==> src/rtl/updown_pkg.sv <==
// Shared constants for the up/down counter block.
package updown_pkg;
    localparam int MODE_WRAP     = 0;
    localparam int MODE_SAT      = 1;
    localparam int DEFAULT_WIDTH = 8;
endpackage

==> src/rtl/updown_next_calc.sv <==
// Combinational next-count and boundary-event computation for updown_counter.
module updown_next_calc
    import updown_pkg::*;
#(
    parameter int               WIDTH    = DEFAULT_WIDTH,
    parameter logic [WIDTH:0]   MAX_W    = {1'b0, {WIDTH{1'b1}}},
    parameter logic [WIDTH:0]   STEP_W   = {{WIDTH{1'b0}}, 1'b1},
    parameter int               SATURATE = MODE_WRAP
) (
    input  logic [WIDTH-1:0] count,
    input  logic             load,
    input  logic [WIDTH-1:0] load_value,
    input  logic             step_up,
    input  logic             step_down,
    output logic [WIDTH-1:0] next_count,
    output logic             up_event,
    output logic             down_event
);
    // MAX_W+1 always fits in WIDTH+1 bits, so wrap arithmetic stays exact.
    localparam logic [WIDTH:0] ONE_W = {{WIDTH{1'b0}}, 1'b1};
    localparam logic [WIDTH:0] MOD_W = MAX_W + ONE_W;

    logic [WIDTH:0]   count_x;
    logic [WIDTH:0]   sum;
    logic             up_over;
    logic             down_under;
    logic [WIDTH-1:0] wrap_up;
    logic [WIDTH-1:0] wrap_down;
    logic [WIDTH-1:0] sub_down;

    always_comb begin
        count_x    = {1'b0, count};
        sum        = count_x + STEP_W;
        up_over    = (sum > MAX_W);
        down_under = (count_x < STEP_W);
        wrap_up    = WIDTH'(sum - MOD_W);
        wrap_down  = WIDTH'(count_x + MOD_W - STEP_W);
        sub_down   = WIDTH'(count_x - STEP_W);

        next_count = count;
        up_event   = 1'b0;
        down_event = 1'b0;

        if (load) begin
            next_count = ({1'b0, load_value} > MAX_W) ? MAX_W[WIDTH-1:0] : load_value;
        end else if (step_up) begin
            up_event = up_over;
            if (!up_over)
                next_count = sum[WIDTH-1:0];
            else if (SATURATE == MODE_SAT)
                next_count = MAX_W[WIDTH-1:0];
            else
                next_count = wrap_up;
        end else if (step_down) begin
            down_event = down_under;
            if (!down_under)
                next_count = sub_down;
            else if (SATURATE == MODE_SAT)
                next_count = '0;
            else
                next_count = wrap_down;
        end
    end
endmodule

==> src/rtl/updown_counter.sv <==
// Parameterised up/down counter with wrap or saturate behaviour,
// boundary pulses and a sticky error flag.
module updown_counter
    import updown_pkg::*;
#(
    parameter int              WIDTH    = DEFAULT_WIDTH,
    parameter longint unsigned MAX_VAL  = (64'd1 << WIDTH) - 64'd1,
    parameter longint unsigned STEP     = 64'd1,
    parameter int              SATURATE = MODE_WRAP
) (
    input  logic             clk,
    input  logic             reset,
    input  logic             enable,
    input  logic             increment,
    input  logic             decrement,
    input  logic             load,
    input  logic [WIDTH-1:0] load_value,
    input  logic             clear_flags,
    output logic [WIDTH-1:0] count,
    output logic             at_max,
    output logic             at_min,
    output logic             overflow,
    output logic             underflow,
    output logic             sticky_err
);
    if (WIDTH < 2 || WIDTH > 32) begin : g_bad_width
        $error("updown_counter: WIDTH must be in 2..32");
    end
    if (MAX_VAL < 64'd1 || MAX_VAL > ((64'd1 << WIDTH) - 64'd1)) begin : g_bad_max
        $error("updown_counter: MAX_VAL must be in 1..2**WIDTH-1");
    end
    if (STEP < 64'd1 || STEP > MAX_VAL) begin : g_bad_step
        $error("updown_counter: STEP must be in 1..MAX_VAL");
    end
    if (SATURATE != MODE_WRAP && SATURATE != MODE_SAT) begin : g_bad_mode
        $error("updown_counter: SATURATE must be 0 or 1");
    end

    localparam logic [WIDTH:0] MAX_W  = MAX_VAL[WIDTH:0];
    localparam logic [WIDTH:0] STEP_W = STEP[WIDTH:0];

    logic             step_req;
    logic             step_up;
    logic             step_down;
    logic [WIDTH-1:0] next_count;
    logic             up_event;
    logic             down_event;

    // Load beats stepping; simultaneous inc+dec cancels to a hold.
    assign step_req  = enable && (increment ^ decrement) && !load;
    assign step_up   = step_req && increment;
    assign step_down = step_req && decrement;

    updown_next_calc #(
        .WIDTH   (WIDTH),
        .MAX_W   (MAX_W),
        .STEP_W  (STEP_W),
        .SATURATE(SATURATE)
    ) u_next_calc (
        .count     (count),
        .load      (load),
        .load_value(load_value),
        .step_up   (step_up),
        .step_down (step_down),
        .next_count(next_count),
        .up_event  (up_event),
        .down_event(down_event)
    );

    always_ff @(posedge clk or posedge reset) begin
        if (reset) begin
            count      <= '0;
            overflow   <= 1'b0;
            underflow  <= 1'b0;
            sticky_err <= 1'b0;
        end else begin
            count     <= next_count;
            overflow  <= up_event;
            underflow <= down_event;
            if (up_event || down_event)
                sticky_err <= 1'b1;
            else if (clear_flags)
                sticky_err <= 1'b0;
        end
    end

    assign at_max = ({1'b0, count} == MAX_W);
    assign at_min = (count == '0);
endmodule

==> config.mk <==
export PLATFORM = sky130hd
export DESIGN_NAME = updown_counter
export DESIGN_NICKNAME = d
export VERILOG_FILES = /design/src/rtl/updown_pkg.sv /design/src/rtl/updown_next_calc.sv /design/src/rtl/updown_counter.sv
export SDC_FILE = /design/constraint.sdc
export NUM_CORES = 1
export LEC_CHECK = 0
export ABC_CLOCK_PERIOD_IN_PS = 5300
export CORE_AREA = 10 10 60 62
export CTS_CLUSTER_SIZE = 14
export DETAILED_ROUTE_END_ITERATION = 12
export DIE_AREA = 0 0 70 72
export DONT_BUFFER_PORTS = 1
export GPL_TIMING_DRIVEN = 0
export PLACE_DENSITY_LB_ADDON = 0.1
export SLEW_MARGIN = 5
export SYNTH_ARGS = -nofsm -noshare
export SYNTH_HDL_FRONTEND = slang
export SYNTH_SLANG_ARGS = --single-unit
export TNS_END_PERCENT = 1
==> constraint.sdc <==
create_clock -name clk -period 5.3 [get_ports clk]
set_input_delay 1.06 -clock clk [delete_from_list [all_inputs] [get_ports clk]]
set_output_delay 1.06 -clock clk [all_outputs]
set_load 0.02 [all_outputs]
* Word-level counts from Yosys, hierarchy flattened *
Index checks and enable logic that the tools add are counted.

word-level totals
  input bits = 15
  word-level logic and storage cells = 34
  bits in registers = 11

cells by class
  reduce and logical (&&, ||, !) cells = 9
  $add $sub $neg = 5
  equality and inequality tests = 1
  multiplexer cells = 12
  bitwise operators = 1
  magnitude comparators = 2

operators by type and width
  operator                                                                       count
  8-bit 2-to-1 mux                                                               5
  8-bit by 1-bit subtractor with 8-bit output (second input constant)            3
  8-bit by 1-bit adder with 9-bit output (second input constant)                 1
  9-bit by 8-bit > comparator with 1-bit output (second input constant)          1
  8-bit by 1-bit adder with 8-bit output (second input constant)                 1
  8-bit == test (second input constant)                                          1
  8-bit zero test                                                                1
  8-bit by 1-bit less-than comparator with 1-bit output (second input constant)  1
  1-bit 2-to-1 mux                                                               7
  1-bit logical AND                                                              4
  3-bit nonzero test                                                             1
  2-bit nonzero test                                                             1
  1-bit zero test                                                                1
  1-bit logical OR                                                               1
  1-bit bitwise XOR                                                              1

* Logic depth before layout (Yosys ltp) *
  word-level depth = 9
  mapped depth = 6

* Cells and area by module *
A second synthesis with hierarchy kept.

second synthesis, totals
  cell total of the unflattened synthesis = 99
  area total of the unflattened synthesis = 814.5 sq um

modules (own cells, without submodules)
  module            cells each  times used  area each (sq um)
  updown_next_calc  76          1           467.9
  updown_counter    23          1           346.6

* Least setup slack after synthesis *
Ideal clock, no wire load.

  path type = reg-to-output
  start point = register count[0]
  end point = output port at_min
  path buffers = 0
  slack = 2.276 ns
  data arrival time = 1.964 ns
  required time = 4.240 ns
  stages on the path, launching flop included = 5
  cells stage by stage = dfrtp_1 inv_1 ha_1 or4b_1 nor4_1

on the way
  longest elaborated chain between the ends = 1

RTL lines
  element                 line                  text
  from (decl)             updown_counter.sv:19  output logic [WIDTH-1:0] count,
  from (signal assigned)  updown_counter.sv:77  count <= next_count;
  8-bit zero test         updown_counter.sv:88  assign at_min = (count == '0);
  to (decl)               updown_counter.sv:21  output logic at_min,

Every way passes these cells.

* Final worst setup path *
Same ends and word-level chain as after synthesis.

==> summary.txt <==
Outcome
  • Status: finished, final reports clean

CTS
  • Worst-path clk slew: approximately 0.080 ns
  • CTS Sinks: 11
  • CTS tree: built
  • Post-CTS Repair Setup Buffers: 0
  • H-tree levels: 1
  • Hold_buf cts: 0
  • CTS max path bufs: 2
  • Root buf cell: clkbuf_4
  • TritonCTS Buffers: 3
  • # resized after CTS: 0
  • Clk_lat worst skew: 0.27 ns

Synthesis
  • Post-synth top cells: 11 x dfrtp_1, 11 x nand2_1, 9 x nand3_1
  • Yosys cell types: 42
  • Ys flop type: dfrtp_1
  • Syn nets: 130
  • Mapped cell area: roughly 940 um2
  • Syn Area/Cell: around 8.4 um2
  • Syn Inst Count: ~110
  • Synth top area share: around 29%
  • Yosys reg bits: 11
  • Yosys warning count: 0
  • Fraction of registers with async set/reset: 100%
  • Dominant cell type by area after synthesis: dfrtp_1
  • Post-synth EDFFs: 0
  • Post-synthesis sequential area ratio: around 30%
  • Top cells by area, synth: dfrtp_1 29%, nand3_1 4.8%, nand2_1 4.4%

Finish
  • Synthesis-to-layout area growth: 6.76%
  • Fraction of layout cells with a size suffix above 1: approximately 8.6%
  • # diodes: 0
  • Final instance area: 0.00101 mm2
  • NumNets Final: between 100 and 150

Floorplanning
  • Die width: ~70 um
  • Placement row count: 18
  • Initial core utilization: approximately 39%
  • Ports: 28
  • Full die area: roughly 0.005 mm2
  • Chip Height: 72 um
  • Core region area: roughly 0.0024 mm2

Detailed routing
  • Routed len/inst: 18.1 um
  • Via density: 5.92
  • Total wire length: around 2.6 mm
  • Drc violations: 0
  • TritonRoute pass-1 iters: 4
  • ANT nets after route: 0
  • Vias: ~860
  • DRT iter0 DRCs: 41

Global route
  • Vias in the first global route: between 800 and 900
  • GRT Total Usage: about a tenth
  • Largest net degree at the start of global routing: 12
  • Gr ovfl total: 0
  • Initial antenna violation count: 0
  • First-pass GRT wire length: between 4 and 5 mm

Power and ir drop
  • Max IR drop VDD: roughly 150 uV
  • Tot Pwr: approximately 0.25 mW
  • Cell Pwr Density: 249 mW/mm2
  • Leak: slightly above 0.4 nW

Hold path
  • Hold path cells: 1
  • Hold Path Origin: sticky_err$_DFFE_PP0P_
  • Worst Hold Class: flop to flop
  • Min-Delay Endpoint: sticky_err$_DFFE_PP0P_

Worst setup path
  • Worst setup path startpoint: count[0]$_DFFE_PP0P_
  • Flop2flop setup slack: approximately 2.5 ns
  • CP max stage delay: 0.79 ns
  • Slowest cell on the critical path: nor4_1
  • Reg-to-Reg Start: count[0]$_DFFE_PP0P_
  • Crit Path Class: flop to output pin
  • Critical path required time: 4.24 ns
  • Reg-to-reg endpoint: sticky_err$_DFFE_PP0P_
  • Critical path fanouts, max: 9
  • Worst R2R Path Depth: 6
  • Worst setup EP type: output pin
  • Worst path cell trace: inv_1, ha_1, or4b_1, nor4_1
  • Crit path DAT: 2.51 ns
  • Startpoint types: flop

Timing
  • Fmax: approximately 280 MHz
  • Total negative slack: 0 ns
  • Slew Limit Headroom: between 30% and 40%
  • Fraction of the cycle the final worst path needs: around two thirds
  • Final Hold Viols: 0
  • Clk_skew: about 0.0026 ns
  • RSZ-0062 raised after global routing: no
  • Tmin final: around 3.6 ns
  • Pins over their slew limit: 0
  • Setup violators final: 0
  • Worst Max-Slew Pin Slew: just over 1 ns

Placement
  • DP HPWL: just over 2 mm
  • Placer Congestion: between 0.8 and 0.9
  • Port bufs: 0
  • Placement Cell Area: 981 um2

Job
  • MaxCap Viol Count: 0
how the worst max path moves through the flow:
| stage | to | slack, ns |
|---|---|---|
| floorplan | at_min | 2.28 |
| global route | at_min | 1.60 |
| finish | at_min | 1.73 |
| global placement | at_min | 1.98 |
| CTS | at_min | 1.67 |
| detailed placement | at_min | 1.98 |
cells in the final DEF (no fill, tap or decap), drive strengths merged, types with 3 or more instances in the layout:
cell	n
xnor2	4
nor2b	5
nand2	11
clkbuf	9
nor2	5
inv	4
nor3	3
dfrtp	11
o21ai	6
nand3	9
and3	4
ha	3
a21oi	4
xor2	3
flip-flops by register name, summed over array words and instances (netlist names):
name	flops
underflow	1
overflow	1
sticky_err	1
count	8
stage by stage:
step	setup slack, ns	std cells	hold WS [ns]	util [%]
2_1_floorplan	2.28	112	0.608	-
3_3_place_gp	1.98	142	0.642	40.3
3_5_place_dp	1.98	142	0.649	40.3
4_1_cts	1.67	146	0.668	41.4
5_1_grt	1.60	146	0.687	41.4
6_report	1.73	146	0.660	41.4
cell families (layout without fill, tap and decap cells):
kind of cell               count (synthesis)  after routing  synth area share, %
adders and majority gates                  3              3                 3.98
DFF                                       11             11                 29.2
muxes                                      4              4                 4.51
and+or+nand+nor                           54             54                 34.4
xor gates and xnor gates                   7              7                 6.50
AOI/OAI and AO/OA                         22             22                 16.6
buffers and inverters                     11             15                 4.91
critical path, delay by kind of cell (launching register included):
kind	cells	cell delay (ns)
adder cells (fa/ha/maj)	1	0.20
buffers and inverters	1	0.23
flip-flops	1	0.55
AND/OR/NAND/NOR	2	1.25
final cells by class:
cell class | count | area (um2)
buffer | 7 | 31.3
clock buffer | 4 | 26.3
fill | 265 | 1430
inverter | 4 | 15.0
multi-input combinational | 90 | 622
sequential | 11 | 275
tap | 30 | 37.5
where the power goes:
| part | switching (mW) | internal (mW) | total [mW] | leakage (nW) |
|---|---|---|---|---|
| sequential | 0.0256 | 0.0916 | 0.117 | 0.137 |
| combinational | 0.0425 | 0.0308 | 0.0733 | 0.263 |
| clock | 0.0308 | 0.0291 | 0.0599 | 0.0150 |
per-layer routing:
metal | GRT usage [%] | up-vias | share of wire (%)
met2 | 16.6 | 30 | 46
met1 | 13.4 | 409 | 46
met5 | 0 | - | 0
met3 | 3.13 | 4 | 7.3
met4 | 1.97 | 0 | 0.80
li1 | - | 421 | -
Note: power is estimated with default switching activity, not from simulation.
